===== config.mk =====
export PLATFORM = sky130hd
export DESIGN_NAME = iiitb_fifo_wr_arb
export DESIGN_NICKNAME = d
export VERILOG_FILES = /design/src/rtl/iiitb_fifo_wr_arb_pkg.sv /design/src/rtl/iiitb_fifo_wr_arb_rr_pick.sv /design/src/rtl/iiitb_fifo_wr_arb.sv
export SDC_FILE = /design/constraint.sdc
export NUM_CORES = 1
export LEC_CHECK = 0
export BUFFER_PORTS_ARGS = -buffer_cell sky130_fd_sc_hd__buf_2
export CAP_MARGIN = 10
export CORE_ASPECT_RATIO = 0.7
export CORE_MARGIN = 2
export CORE_UTILIZATION = 35
export CTS_CLUSTER_SIZE = 10
export DETAILED_ROUTE_END_ITERATION = 16
export GPL_ROUTABILITY_DRIVEN = 0
export PLACE_DENSITY = 0.63
export SETUP_SLACK_MARGIN = 0.5
export SLEW_MARGIN = 5
export SYNTH_ARGS = -nofsm -noshare
export SYNTH_HDL_FRONTEND = slang
export SYNTH_SLANG_ARGS = --single-unit

===== constraint.sdc =====
create_clock -name clk -period 4.8 [get_ports clk]
set_input_delay 0.24 -clock clk [delete_from_list [all_inputs] [get_ports clk]]
set_output_delay 0.24 -clock clk [all_outputs]
set_load 0.01 [all_outputs]

===== src/rtl/iiitb_fifo_wr_arb_pkg.sv =====
// Shared types and defaults for the FIFO write arbiter.
// Imported by the arbiter top and its priority picker.
package iiitb_fifo_wr_arb_pkg;

  localparam int DATA_W_DEF    = 8;
  localparam int N_REQ_DEF     = 4;
  localparam int BURST_LEN_DEF = 4;

  typedef enum logic {
    ST_IDLE  = 1'b0,
    ST_BURST = 1'b1
  } arb_st_e;

  // Index after cur, wrapping at n.
  function automatic logic [2:0] rr_next(
    input logic [2:0] cur,
    input int         n
  );
    int v;
    v = int'(cur) + 1;
    if (v >= n) v = 0;
    return 3'(v);
  endfunction

endpackage


===== src/rtl/iiitb_fifo_wr_arb_rr_pick.sv =====
// Rotating-priority encoder: first set req bit at or after base.
// Purely combinational; base must be below N_REQ.
module iiitb_rr_pick
  import iiitb_fifo_wr_arb_pkg::*;
#(
  parameter int N_REQ = N_REQ_DEF
) (
  input  logic [N_REQ-1:0] req,
  input  logic [2:0]       base,
  output logic             any,
  output logic [2:0]       idx
);

  // Scan base, base+1, ... and keep the first requester.
  always_comb begin
    any = 1'b0;
    idx = 3'd0;
    for (int k = 0; k < N_REQ; k++) begin
      for (int i = 0; i < N_REQ; i++) begin
        if (!any && req[i] &&
            i == (int'(base) + k) % N_REQ) begin
          any = 1'b1;
          idx = 3'(i);
        end
      end
    end
  end

endmodule


===== src/rtl/iiitb_fifo_wr_arb.sv =====
// Round-robin burst arbiter for a shared FIFO write port.
// One owner at a time, writes gated by buf_full.
module iiitb_fifo_wr_arb
  import iiitb_fifo_wr_arb_pkg::*;
#(
  parameter int N_REQ     = N_REQ_DEF,
  parameter int DATA_W    = DATA_W_DEF,
  parameter int BURST_LEN = BURST_LEN_DEF
) (
  input  logic                    clk,
  input  logic                    rst,
  input  logic [N_REQ-1:0]        req,
  input  logic [N_REQ*DATA_W-1:0] data_in,
  output logic [N_REQ-1:0]        ack,
  input  logic                    buf_full,
  output logic                    wr_en,
  output logic [DATA_W-1:0]       buf_in,
  output logic [2:0]              grant_id,
  output logic                    busy
);

  localparam logic [3:0] LAST_BEAT = 4'(BURST_LEN - 1);

  arb_st_e    st, st_d;
  logic [2:0] owner, owner_d;
  logic [2:0] rr_ptr, rr_d;
  logic [3:0] beat_cnt, beat_d;

  logic       req_own;
  logic       pick_any;
  logic [2:0] pick_idx;

  iiitb_rr_pick #(
    .N_REQ (N_REQ)
  ) u_pick (
    .req  (req),
    .base (rr_ptr),
    .any  (pick_any),
    .idx  (pick_idx)
  );

  // Select the owner's request and word.
  always_comb begin
    req_own = 1'b0;
    buf_in  = data_in[DATA_W-1:0];
    for (int i = 0; i < N_REQ; i++) begin
      if (owner == 3'(i)) begin
        req_own = req[i];
        buf_in  = data_in[i*DATA_W +: DATA_W];
      end
    end
  end

  // Write strobe and one-hot ack for the owner.
  always_comb begin
    wr_en = (st == ST_BURST) & req_own & ~buf_full;
    ack   = '0;
    for (int i = 0; i < N_REQ; i++) begin
      ack[i] = wr_en && (owner == 3'(i));
    end
  end

  assign grant_id = owner;
  assign busy     = (st == ST_BURST);

  // Next state: grant in IDLE, count beats and close in BURST.
  always_comb begin
    st_d    = st;
    owner_d = owner;
    rr_d    = rr_ptr;
    beat_d  = beat_cnt;
    unique case (st)
      ST_IDLE: begin
        if (pick_any && !buf_full) begin
          st_d    = ST_BURST;
          owner_d = pick_idx;
          beat_d  = 4'd0;
        end
      end
      ST_BURST: begin
        if (!req_own ||
            (wr_en && beat_cnt == LAST_BEAT)) begin
          st_d   = ST_IDLE;
          rr_d   = rr_next(owner, N_REQ);
          beat_d = 4'd0;
        end else if (wr_en) begin
          beat_d = beat_cnt + 4'd1;
        end
      end
      default: st_d = ST_IDLE;
    endcase
  end

  // State registers, cleared asynchronously.
  always_ff @(posedge clk or negedge rst) begin
    if (!rst) begin
      st       <= ST_IDLE;
      owner    <= 3'd0;
      rr_ptr   <= 3'd0;
      beat_cnt <= 4'd0;
    end else begin
      st       <= st_d;
      owner    <= owner_d;
      rr_ptr   <= rr_d;
      beat_cnt <= beat_d;
    end
  end

endmodule


Yosys cells after proc, flatten, opt, wreduce, memory -nomap -nowiden
Cells that the tools add are included.

Add/sub/neg operators: 5. Order comparisons: 1. Equality and inequality tests: 18. Multiplexer cells: 46. Bitwise operators: 7. Reductions and logical operators: 66.

Operators by type and width (count): 32-bit logical NOT (4); 1-bit logical AND (37); 2-bit two-way mux (15); 8-bit two-way mux (3); 1-bit two-way mux (23); 3-bit equality test (first input constant) (6); 1-bit logical NOT (17); 4-bit two-way mux (3); 2-bit by 3-bit equality test with 1-bit output (first input constant) (3); 4-bit one-hot mux with 2 select lines (1); 3-bit by 2-bit equality test with 1-bit output (second input constant) (2); 2-bit AND reduction (3); 2-bit OR reduction (3); 2-bit adder (second input constant) (2); 3-bit by 1-bit adder with 4-bit output (second input constant) (1); 4-bit by 1-bit adder with 4-bit output (second input constant) (1); 2-bit equality test (first input constant) (2); 4-bit by 2-bit equality test with 1-bit output (second input constant) (1); 4-bit by 3-bit >= comparator with 1-bit output (second input constant) (1); 1-bit bitwise AND (first input constant) (3); 3-bit by 1-bit equality test with 1-bit output (second input constant) (1); 3-bit logical NOT (1); 3-bit by 2-bit inequality test with 1-bit output (second input constant) (1); 2-bit by 1-bit adder with 2-bit output (second input constant) (1); 6 further kinds (8).

Register bits: 10. Input port bits: 39. Output and inout bits: 17. Word-level logic and storage cells: 147.

Logic depth before layout (Yosys ltp)
Word-level depth: 66. Mapped depth: 7. Mapped depth without buffers: 6.

Cells and area by module
From an unflattened synthesis, not the netlist that was laid out.

Cell total of the unflattened synthesis: 139. Area total of the unflattened synthesis: 1062.3 µm².

Modules (own cells, without submodules): iiitb_fifo_wr_arb (instances 1, cells an instance 125, area each 978.4 µm², sequential area each 275.3 µm²); iiitb_rr_pick (instances 1, cells an instance 14, area each 83.8 µm², sequential area each 0.0 µm²).

Worst setup path after synthesis
OpenSTA, ideal clock, no wires.

Kind: flip-flop to output port. Start: register owner[1] (netlist: grant_id[1]). End: output port ack[0]. Arrival time: 1.831 ns. Required time: 4.560 ns. Path slack: 2.729 ns. Cell stages (with the launch flop): 8. Path buffers: 1. Cell sequence: dfrtp_1 inv_1 ha_1 buf_6 nand3b_4 a211o_1 nor3b_4 and2_1.

Longest elaborated chain between the ends: 8. Elaborated cells on any way between the ends: 11. Those cells by class: 3 x eq/ne; 4 x mux; 2 x bitwise; 2 x reduce/logical.

Ends and longest elaborated chain: from (decl) (line iiitb_fifo_wr_arb.sv:25) `logic [2:0] owner, owner_d;`; from (signal assigned) (line iiitb_fifo_wr_arb.sv:103) `owner <= owner_d;`; 3-bit logical NOT (line iiitb_fifo_wr_arb.sv:47) `if (owner == 3'(i)) begin`; 1-bit two-way mux (3 in a row) (line iiitb_fifo_wr_arb.sv:47); 1-bit two-way mux * (line iiitb_fifo_wr_arb.sv:47); 1-bit bitwise AND * (2 in a row) (line iiitb_fifo_wr_arb.sv:56) `wr_en = (st == ST_BURST) & req_own & ~buf_full;`; via wr_en (line iiitb_fifo_wr_arb.sv:16) `output logic wr_en,`; 1-bit logical AND * (line iiitb_fifo_wr_arb.sv:59) `ack[i] = wr_en && (owner == 3'(i));`; to (decl) (line iiitb_fifo_wr_arb.sv:14) `output logic [N_REQ-1:0] ack,`.

The timed path passes the listed nets; every way through them passes the cells marked *.

Worst setup path after layout
Start: register owner[1] (netlist: grant_id[1]). End: output port ack[0].

Longest elaborated chain between the ends: 8. Elaborated cells on any way between the ends: 11. Those cells by class: 3 x eq/ne; 4 x mux; 2 x bitwise; 2 x reduce/logical.

Ends and longest elaborated chain (line): 3-bit logical NOT (iiitb_fifo_wr_arb.sv:47, iiitb_fifo_wr_arb.sv:59); 1-bit two-way mux (4 in a row) (iiitb_fifo_wr_arb.sv:47); 1-bit bitwise AND (2 in a row) (iiitb_fifo_wr_arb.sv:56); 1-bit logical AND * (iiitb_fifo_wr_arb.sv:59).

Mark *: on every way between the ends. The rest lies on a longest branch, timed or not.

==> impl_metrics.ini <==
[run_status]
status = completed

[floorplan]
ios = 56
die_width_um = 64.8
die_h_um = 46.6
die-area_um2 = 3020
design.core.area_um2 = 2460
initial_utilization_pct = 36.8
rows = 15

[cells_and_area]
area_growth_pct = 36.6
post-route-util_pct = 50.3
antenna_cells = 0
fin_cells = 202
num-nets-final = 213
final-seq-area_um2 = 225
fill_cells = 260
multi_input_area_um2 = 629
drive_above_1_share_pct = 36.3

[sta]
finalHoldViolCount = 0
worst_pin_slew_ns = 0.590
relSlewSlack_pct = 60.7
max_freq_ghz = 0.369
rsz0062_at_grt = false
finalSetupViolations = 0
maxSlewViolCount = 0
fin_crit_sh_pct = 56.4
setup_tns_ns = 0
worst_clock_skew_ns = 0.00165
fin_crit_ns = 2.71

[grt]
grt_pass1_wl_um = 3650
antenna_found_initial = 0
gr-total-overflow = 0
grt_max_degree = 22
use_met2_pct = 26.8
gr-usage-met3_pct = 4.65
grt_pass1_vias = 856
track_usage_pct = 16.2
met1_usage_pct = 21.0
busiest_layer = met2

[clock_tree]
cts_resized = 0
clock-sinks = 9
root_buffer = clkbuf_8
clkTransAtPathRegs_ns = 0.05
cts_tree = done
htreeDepth = 1
cts.path.max_buffers = 2
cts-buffers-inserted = 3
insertion_delay_ns = 0.23

[routing]
vias = 1021
drc = 0
routed_wl_um = 2550
firstDrtPassIters = 4
wl_per_cell_um = 12.6
final_antenna_net_count = 0
drt_iter0_markers = 37
viasPerCell = 5.05

[synth]
yosys_register_bits = 9
yosysSeqAreaShare_pct = 24.9
syn_inst = 115
syn_area_per_cell_um2 = 7.88
synth.distinct_cells = 36
netlist_area_um2 = 906
yosys_warnings = 0
synth_fp_nets = 159

[placed_design]
dpl.cell_count = 197
portBuffers = 54
hpwlAfterDp_um = 2100

[pwr]
p_leak_nw = 0.634
power.density_nw_per_um2 = 507
ir_drop_mv = 0.279

[setup_path]
worst-path-max-fanout = 11
critical_path_required_ns = 4.56
worstPathArrival_ns = 2.47
critPathKind = reg2out
end_kind = output pin
startpoint_type = register

[flow_run]
cap_violations = 0

[worst_hold_path]
hp-class = in2async
power breakdown:
part           switching (mW)  total [mW]  internal [mW]  leakage [nW]
Sequential             0.0351       0.137          0.102         0.116
Clock                  0.0293      0.0872         0.0578        0.0228
Combinational           0.218       0.402          0.184         0.495
Total                   0.283       0.627          0.344         0.634
cell type report:
cell class                 count  area share, %
multi-input combinational     96           50.9
timing repair buffer          55           22.6
sequential                     9           18.2
clock buffer                   4           3.64
tap                           34           3.44
inverter                       4           1.21
cell usage in the layout, fill, tap and decap left out, types with 2 or more instances in the layout:
cell type	count
a211o_1	2
and2_1	4
buf_2	54
nor3b_1	2
dfrtp_1	9
a21oi_1	12
clkbuf_8	3
a211oi_1	2
nor2b_1	4
nor3_1	2
nand2_1	11
inv_1	4
nor2_1	13
ha_1	5
mux2_2	2
o21ai_0	12
mux2i_1	9
per-stage QoR:
stage / worst slack (ns) / hold WS [ns] / power (mW) / cell area (um^2)
after global routing: 1.91 / 0.421 / 0.686 / 1240
after global placement: 2.43 / 0.109 / 0.534 / 1180
final: 2.09 / 0.395 / 0.627 / 1240
after floorplan: 2.73 / -0.0556 / 0.423 / 906
after CTS: 2.05 / 0.396 / 0.632 / 1240
after detailed placement: 2.30 / 0.108 / 0.541 / 1180
repair_timing:
item	in CTS	in global routing
hold buffers	1	0
hold endpoints to repair	9	0
buffers inserted	0	0
registers in the layout (all words and copies together), names as in the netlist:
signal    cells
busy          1
beat_cnt      4
grant_id      2
rr_ptr        2
worst max-delay path, cell delays in order, from the launching register on:
cell,delay (ns)
dfrtp_1,0.42
inv_1,0.11
ha_1,0.50
a211oi_1,0.19
a211o_1,0.40
nor3b_4,0.33
and2_1,0.18
buf_2,0.12
kinds of logic after synthesis:
| family | Yosys count | synth area share, % |
|---|---|---|
| and+or+nand+nor | 42 | 25.1 |
| AOI/OAI and AO/OA | 37 | 24.6 |
| muxes | 11 | 12.4 |
| buffers and inverters | 10 | 5.66 |
| DFF | 9 | 24.9 |
| adders and majority gates | 5 | 6.91 |
| other | 1 | 0.414 |
cell usage after synthesis:
cell type	instances	share of area (%)
a2111oi_0	1	0.97
a211o_1	2	1.9
a211oi_1	2	1.7
a21o_1	1	0.83
a21oi_1	12	6.6
a22o_1	1	0.97
a22oi_1	1	0.83
a32o_1	1	1.1
and2_1	4	2.8
buf_1	1	0.41
buf_2	2	1.1
buf_4	1	0.83
buf_6	1	1.2
clkbuf_1	1	0.41
conb_1	1	0.41
dfrtp_1	9	25
ha_1	5	6.9
inv_1	4	1.7
mux2_2	2	2.5
mux2i_1	9	9.9
nand2_1	11	4.6
nand2b_1	1	0.69
nand3_1	1	0.55
nand3b_4	1	2.2
nor2_1	13	5.4
nor2b_1	4	2.8
nor3_1	2	1.1
nor3b_1	2	1.7
nor3b_4	1	2.1
nor4_1	1	0.69
o21a_1	1	0.83
o21ai_0	12	6.6
o21ai_1	1	0.55
o22ai_1	1	0.69
o2bb2ai_1	1	0.97
or3_1	1	0.69
per-layer routing:
layer / wire [um] / vias to the layer above
met4: 0 / 0
met2: 1250 / 33
met5: 0 / -
met1: 1160 / 472
li1: - / 516
met3: 137 / 0
final timing paths:
| kind | startpoint | endpoint | slack [ns] | depth (start not counted) |
|---|---|---|---|---|
| max in group asynchronous | rst | beat_cnt[1] | 4.22 | 2 |
| min in group clk | req[2] | grant_id[0] | 0.45 | 3 |
| worst max register to register | grant_id[1] | rr_ptr[0] | 2.44 | 6 |
| worst min-delay path | rst | grant_id[1] | 0.39 | 2 |
| worst max-delay path | grant_id[1] | ack[0] | 2.09 | 7 |
| worst min register to register | beat_cnt[1] | beat_cnt[1] | 0.52 | 1 |
Note: power is estimated with default switching activity, not from simulation.
